## src/rtl/muller_c_gate.sv

```systemverilog
// -----------------------------------------------------------------------------
// muller_c_gate
//
// Clocked Muller C-element array. Each lane registers a C-element output:
// it goes high when request and ack are both 1, low when both are 0, and
// holds its value otherwise. It generates the next stage's request between
// handshake stages of a 4-phase request/ack pipeline. Per-lane rise/fall
// pulses and a wrapping transition counter are provided for monitoring.
//
// Optional feature (compile-time macro MULLER_C_SYNC_EN):
//   When defined, request and ack each pass through a 2-flop synchronizer
//   per lane. Input-to-next_request latency is then 3 rising edges instead
//   of 1.
//
// Parameters:
//   WIDTH    number of independent lanes
//   CNT_W    width of each lane's transition counter
//   INIT_VAL reset value of every next_request lane (0 or 1)
//
// Ports:
//   clk          rising-edge clock
//   reset        asynchronous, active-low reset
//   request      request input per lane
//   ack          acknowledge input per lane
//   next_request registered C-element output per lane
//   rise_pulse   one-cycle pulse after a lane's next_request goes 0->1
//   fall_pulse   one-cycle pulse after a lane's next_request goes 1->0
//   trans_count  per-lane transition count, lane i at [i*CNT_W +: CNT_W]
// -----------------------------------------------------------------------------
module muller_c_gate #(
   parameter int WIDTH    = 1,
   parameter int CNT_W    = 8,
   parameter int INIT_VAL = 0
) (
   input  logic                   clk,
   input  logic                   reset,
   input  logic [WIDTH-1:0]       request,
   input  logic [WIDTH-1:0]       ack,
   output logic [WIDTH-1:0]       next_request,
   output logic [WIDTH-1:0]       rise_pulse,
   output logic [WIDTH-1:0]       fall_pulse,
   output logic [WIDTH*CNT_W-1:0] trans_count
);

   localparam logic INIT_BIT = (INIT_VAL != 0);

   // Effective inputs seen by the C-element logic.
   logic [WIDTH-1:0] req_eff;
   logic [WIDTH-1:0] ack_eff;

`ifdef MULLER_C_SYNC_EN
   logic [WIDTH-1:0] req_s1_q, req_s2_q;
   logic [WIDTH-1:0] ack_s1_q, ack_s2_q;

   // NOTE: sequential state is written with non-blocking assignments so that
   // every flop samples its source's pre-edge value, which is what makes the
   // two synchronizer stages a true 2-flop chain.
   always_ff @(posedge clk or negedge reset) begin
      if (!reset) begin
         req_s1_q <= '0;
         req_s2_q <= '0;
         ack_s1_q <= '0;
         ack_s2_q <= '0;
      end else begin
         req_s1_q <= request;
         req_s2_q <= req_s1_q;
         ack_s1_q <= ack;
         ack_s2_q <= ack_s1_q;
      end
   end

   assign req_eff = req_s2_q;
   assign ack_eff = ack_s2_q;
`else
   assign req_eff = request;
   assign ack_eff = ack;
`endif

   logic [WIDTH-1:0]       nreq_q, nreq_d;
   logic [WIDTH-1:0]       rise_q, rise_d;
   logic [WIDTH-1:0]       fall_q, fall_d;
   logic [WIDTH*CNT_W-1:0] cnt_q,  cnt_d;
   logic [WIDTH-1:0]       changed;

   // C-element as a majority gate of request, ack and the current output:
   // both high sets, both low clears, disagreement keeps the old value.
   assign nreq_d  = (req_eff & ack_eff) | (nreq_q & (req_eff | ack_eff));
   assign changed = nreq_d ^ nreq_q;
   assign rise_d  = changed &  nreq_d;
   assign fall_d  = changed & ~nreq_d;

   // NOTE: cnt_d is given a full default before the loop so every bit is
   // assigned on every path and no latch is inferred.
   always_comb begin
      cnt_d = cnt_q;
      for (int i = 0; i < WIDTH; i++) begin
         cnt_d[i*CNT_W +: CNT_W] = cnt_q[i*CNT_W +: CNT_W] + CNT_W'(changed[i]);
      end
   end

   always_ff @(posedge clk or negedge reset) begin
      if (!reset) begin
         nreq_q <= {WIDTH{INIT_BIT}};
         rise_q <= '0;
         fall_q <= '0;
         cnt_q  <= '0;
      end else begin
         nreq_q <= nreq_d;
         rise_q <= rise_d;
         fall_q <= fall_d;
         cnt_q  <= cnt_d;
      end
   end

   assign next_request = nreq_q;
   assign rise_pulse   = rise_q;
   assign fall_pulse   = fall_q;
   assign trans_count  = cnt_q;

endmodule

```

## config.mk

```make
export PLATFORM = sky130hd
export DESIGN_NAME = muller_c_gate
export DESIGN_NICKNAME = d
export VERILOG_FILES = /design/src/rtl/muller_c_gate.sv
export SDC_FILE = /design/constraint.sdc
export NUM_CORES = 1
export LEC_CHECK = 0
export ABC_AREA = 1
export BUFFER_PORTS_ARGS = -buffer_cell sky130_fd_sc_hd__buf_2
export CAP_MARGIN = 20
export CORE_AREA = 5 5 42 44
export CTS_CLUSTER_DIAMETER = 30
export DETAILED_ROUTE_END_ITERATION = 6
export DIE_AREA = 0 0 47 49
export HOLD_SLACK_MARGIN = 0.08
export PLACE_DENSITY = 0.56
export SLEW_MARGIN = 0
export SYNTH_ARGS = -nofsm -noshare
export SYNTH_HDL_FRONTEND = slang
export SYNTH_SLANG_ARGS = --single-unit
```

## constraint.sdc

```tcl
create_clock -name clk -period 1.9 [get_ports clk]
set_input_delay 0.475 -clock clk [delete_from_list [all_inputs] [get_ports clk]]
set_output_delay 0.475 -clock clk [all_outputs]
set_load 0.005 [all_outputs]
```

**Word level (Yosys, flattened, before mapping)**

Cells that the tools add are included.
Widths: inputs -> output; s select.

- Register bits: 11
- Input port bits: 4
- Word-level logic and storage cells: 13
- Output and inout port bits: 11

- $add $sub $neg: 1
- Bitwise logic cells: 8

Operators by type and width:

| kind | number |
|---|---|
| $add 8x1->8 | 1 |
| $and 1x1->1 | 4 |
| $or 1x1->1 | 2 |
| $not 1->1 | 1 |
| $xor 1x1->1 | 1 |

**Logic depth before layout (Yosys ltp)**

- Word-level depth: 5
- Depth in mapped cells: 11
- Depth with buffers taken out: 11

**Least setup slack after synthesis**

Ideal clock, no wire load.

- Kind: input port to flip-flop
- Start point: input request
- End point: register cnt_q[6], in the netlist trans_count[6]
- Setup time: 121 ps
- Arrival: 1,626 ps
- Stages: 10
- Path buffers: 0
- Data required time: 1,779 ps
- Path slack: 153 ps
- Cell sequence: nand2_1 nand2_1 o21ai_0 ha_1 inv_1 ha_1 ha_1 nand3_1 o21ai_1 nand2_1

- Word-level cells in the longest chain between the ends: 5
- Elaborated cells on any way between the ends: 6
- Those cells by class: add/sub: 1; bitwise: 5

Ends and longest elaborated chain:

| item | RTL line | text |
|---|---|---|
| from (decl) | 37 | `input logic [WIDTH-1:0] request,` |
| $or 1x1->1 | 87 | `assign nreq_d = (req_eff & ack_eff) \| (nreq_q & (req_eff \| ack_eff));` |
| $and 1x1->1 | 87 |  |
| $or 1x1->1 (*) | 87 |  |
| $xor 1x1->1 (*) | 88 | `assign changed = nreq_d ^ nreq_q;` |
| $add 8x1->8 (*) | 97 | `cnt_d[i*CNT_W +: CNT_W] = cnt_q[i*CNT_W +: CNT_W] + CNT_W'(changed[i]);` |
| via cnt_d[6] | 82 | `logic [WIDTH*CNT_W-1:0] cnt_q, cnt_d;` |
| to (signal assigned) | 111 | `cnt_q <= cnt_d;` |
| to (decl) | 82 |  |

Mark *: on every way through the listed nets, which the timed path passes. The rest lies on a longest branch.

**Worst setup path in the final report**

- Start point: register nreq_q, in the netlist next_request
- End point: register cnt_q[2], in the netlist trans_count[2]

- Word-level cells in the longest chain between the ends: 4

Ends and longest elaborated chain:

| item | RTL line | text |
|---|---|---|
| from (decl) | 79 | `logic [WIDTH-1:0] nreq_q, nreq_d;` |
| from (signal assigned) | 103 | `nreq_q <= {WIDTH{INIT_BIT}};` |
| from (signal assigned) | 108 | `nreq_q <= nreq_d;` |
| $and 1x1->1 | 87 |  |
| $or 1x1->1 | 87 |  |
| $xor 1x1->1 (*) | 88 |  |
| $add 8x1->8 (*) | 97 |  |
| via cnt_d[2] | 82 |  |

Marks and branches as above.

==> results.ini <==
[die]
floorplan.core_area_um2 = 1400
chipWidth_um = 47
floorplan.die.height_um = 49
num_io_pins = 15
floorplan.initialDensity_pct = 33.0
num_rows = 14
dieArea_um2 = 2300

[finish]
n_antenna_cell = 0
layout.cell_area.non_filler_um2 = 609
final_layout_size_suffix_gt1_share_pct = 29.0
ff_latch_area_um2 = 275
multi_input_comb_area_um2 = 166
areaGrowthSynthToFinish_pct = 31.6
num-fill-cells = 155
number_of_nets_in_the_finished_design = 77

[critical_path]
critical_path.endpoint_type = register
timing.critical_path.required_ns = 2.04
timing.critical_path.from_type = register
cp_max_fo = 4
critical_path_arrival_ns = 1.87
regToRegSetupSlack_ns = 0.17
worst_r2r_path_depth = 9
timing.setup.critical_path_class = reg2reg

[routing]
average_wire_per_standard_cell_um = 9.85
via_per_inst = 4.28
routed_wirelength_um = 837
route.vias.total = 364
drt_drc = 0
detail_route.first_pass.iterations = 4
detailedRoute.firstIterationViolations = 4
route.antenna.remaining_nets = 0

[clocking]
post_cts.repair.setup_buffers = 0
cts_root_buf = sky130_fd_sc_hd__clkbuf_4
cts.htree.levels = 1
cts.reportedPaths.clkPinSlew_ns = 0.07
cts.sinks = 11
worstSkewPairLatency_ns = 0.26
tritoncts = built
cts-buffers-inserted = 3
clockBufferDepth = 2

[min_path]
worstHoldPathCells = 3
worst_hold_path_type = in2reg

[sta]
timing.clock.skew_ns = 0.00301
worst_slew_pin_slew_ns = 0.263
final_critical_path_setup_slack_ns = 0.167
max_slew_margin_pct = 82.3
grt_setup_unrepaired = no
setup_total_negative_slack_ns = 0
period_needed_ns = 1.73
timing.final.setup_violations = 0
final-max-slew-violation-count = 0
fin_crit_sh_pct = 91.2
clock.fmax_ghz = 0.577
final-hold-violation-count = 0

[yosys]
synthMuxAreaShare_pct = 0
dominant_combinational_cell_family_by_area_after_synthesis = simple AND/OR/NAND/NOR gates
syn-instance-count = 48
postSynthRegisterBits = 11
arithmetic_cell_share_of_the_synthesized_area_counting_full_adders_half_adders_and_majority_gates_pct = 8.11
synth.distinct_cells = 10
ys_warn_count = 0
syn_avg_cell_area_um2 = 9.64
synth_seq_area_share_pct = 59.5
syn_nets = 55
compound_cell_area_share_of_the_yosys_netlist_pct = 3.24
post_synth_xor_area_fraction_pct = 5.68
synthesis.area_um2 = 463
fraction_of_the_mapped_netlist_area_in_simple_logic_gates_pct = 17.8

[power_and_ir_drop]
power_per_cell_area_nw_per_um2 = 1290
vdd.ir_drop.worst_mv = 0.532
fin_total_pwr_mw = 0.783
power.static_leakage_nw = 0.329

[outcome]
outcome = complete, no violations

[global_route]
global_route_wire_length_before_repair_um = 1510
grt_util_all_layers_pct = 9.10
initial_antenna_violation_count = 0
first_global_vias = 361
grt_remaining_overflow = 0
grt_start_max_net_pins = 12

[placed_design]
placement.io_buffers = 14
place_worst_setup_slack_ns = -0.0827
post_dp_cell_area_um2 = 568
place.gp.congestion = 0.731
post-dp-hpwl_um = 669

[flow_run]
cap_violations = 0

[synthesized netlist by cell type]
library cell / number / share of area (%)
sky130_fd_sc_hd__o21ai_0: 2 / 2.2
sky130_fd_sc_hd__nand2_1: 13 / 11
sky130_fd_sc_hd__xor2_1: 1 / 1.9
sky130_fd_sc_hd__ha_1: 3 / 8.1
sky130_fd_sc_hd__xnor2_1: 2 / 3.8
sky130_fd_sc_hd__o21ai_1: 1 / 1.1
sky130_fd_sc_hd__nand3_1: 3 / 3.2
sky130_fd_sc_hd__dfrtp_1: 11 / 59
sky130_fd_sc_hd__nor2_1: 5 / 4.1
sky130_fd_sc_hd__inv_1: 7 / 5.7
[power by group]
group	switching (mW)	internal [mW]	leakage, nW
Sequential	0.0751	0.310	0.138
Clock	0.0755	0.0809	0.0150
Combinational	0.113	0.128	0.176
Total	0.263	0.520	0.329
[cell usage in the layout (no fill, tap or decap), drive strengths merged]
master       count
buf             16
clkbuf           4
dfrtp           11
dlygate4sd3      1
ha               3
inv              7
nand2           13
nand3            3
nor2             5
o21ai            3
xnor2            2
xor2             1
[critical path, cell delays in order, from the launching register on]
cell and delay (ns):
sky130_fd_sc_hd__dfrtp_1 0.39, sky130_fd_sc_hd__inv_1 0.05, sky130_fd_sc_hd__nand2_1 0.05, sky130_fd_sc_hd__o21ai_0 0.11
sky130_fd_sc_hd__ha_1 0.30, sky130_fd_sc_hd__inv_1 0.04, sky130_fd_sc_hd__ha_1 0.18, sky130_fd_sc_hd__ha_1 0.21
sky130_fd_sc_hd__buf_4 0.14, sky130_fd_sc_hd__xor2_1 0.14
[metal layers]
metal,wire (µm),up-vias,GRT usage (%)
li1,-,189,-
met1,344,164,10.4
met2,411,9,14.5
met3,60,2,2.21
met4,20,0,5.53
met5,0,-,0
[cell type report]
| type | instances | share of cell area (%) |
|---|---|---|
| multi-input cells | 30 | 27.3 |
| clock buffers | 4 | 4.31 |
| flip-flops and latches | 11 | 45.2 |
| inverters | 7 | 4.31 |
| repair buffers | 17 | 15.6 |
| well taps | 16 | 3.29 |
[stage by stage]
| stage | cells | hold WS [ns] | util, % |
|---|---|---|---|
| floorplan | 48 | 0.179 | - |
| global placement | 80 | 0.357 | 40.5 |
| detailed placement | 80 | 0.356 | 40.5 |
| CTS | 85 | 0.455 | 43.1 |
| global route | 85 | 0.479 | 43.5 |
| finish | 85 | 0.453 | 43.5 |
[worst paths after layout]
check	startpoint	endpoint
worst max-delay path	next_request	trans_count[2]
max in group asynchronous	reset	trans_count[2]
worst min-delay path	ack	rise_pulse
min in group asynchronous	reset	trans_count[5]
worst max register to register	next_request	trans_count[2]
worst min register to register	next_request	rise_pulse
[registers in the layout, summed over array words and instances, names as in the netlist]
name,count
next_request,1
rise_pulse,1
fall_pulse,1
trans_count,8
[logic make-up (layout without fill, tap and decap cells)]
kind of cell,Yosys count,in the layout
buf+inv,7,28
simple gates,21,21
fa+ha+maj,3,3
compound gates,3,3
xor+xnor,3,3
flops,11,11
[what timing repair did]
item                                    CTS  global route
endpoints found under the hold margin    11             0
hold buffers                              1             0
endpoints found under the setup margin    0             1
resized for setup                         0             1
No activity file was read; power rests on OpenSTA's default activity.
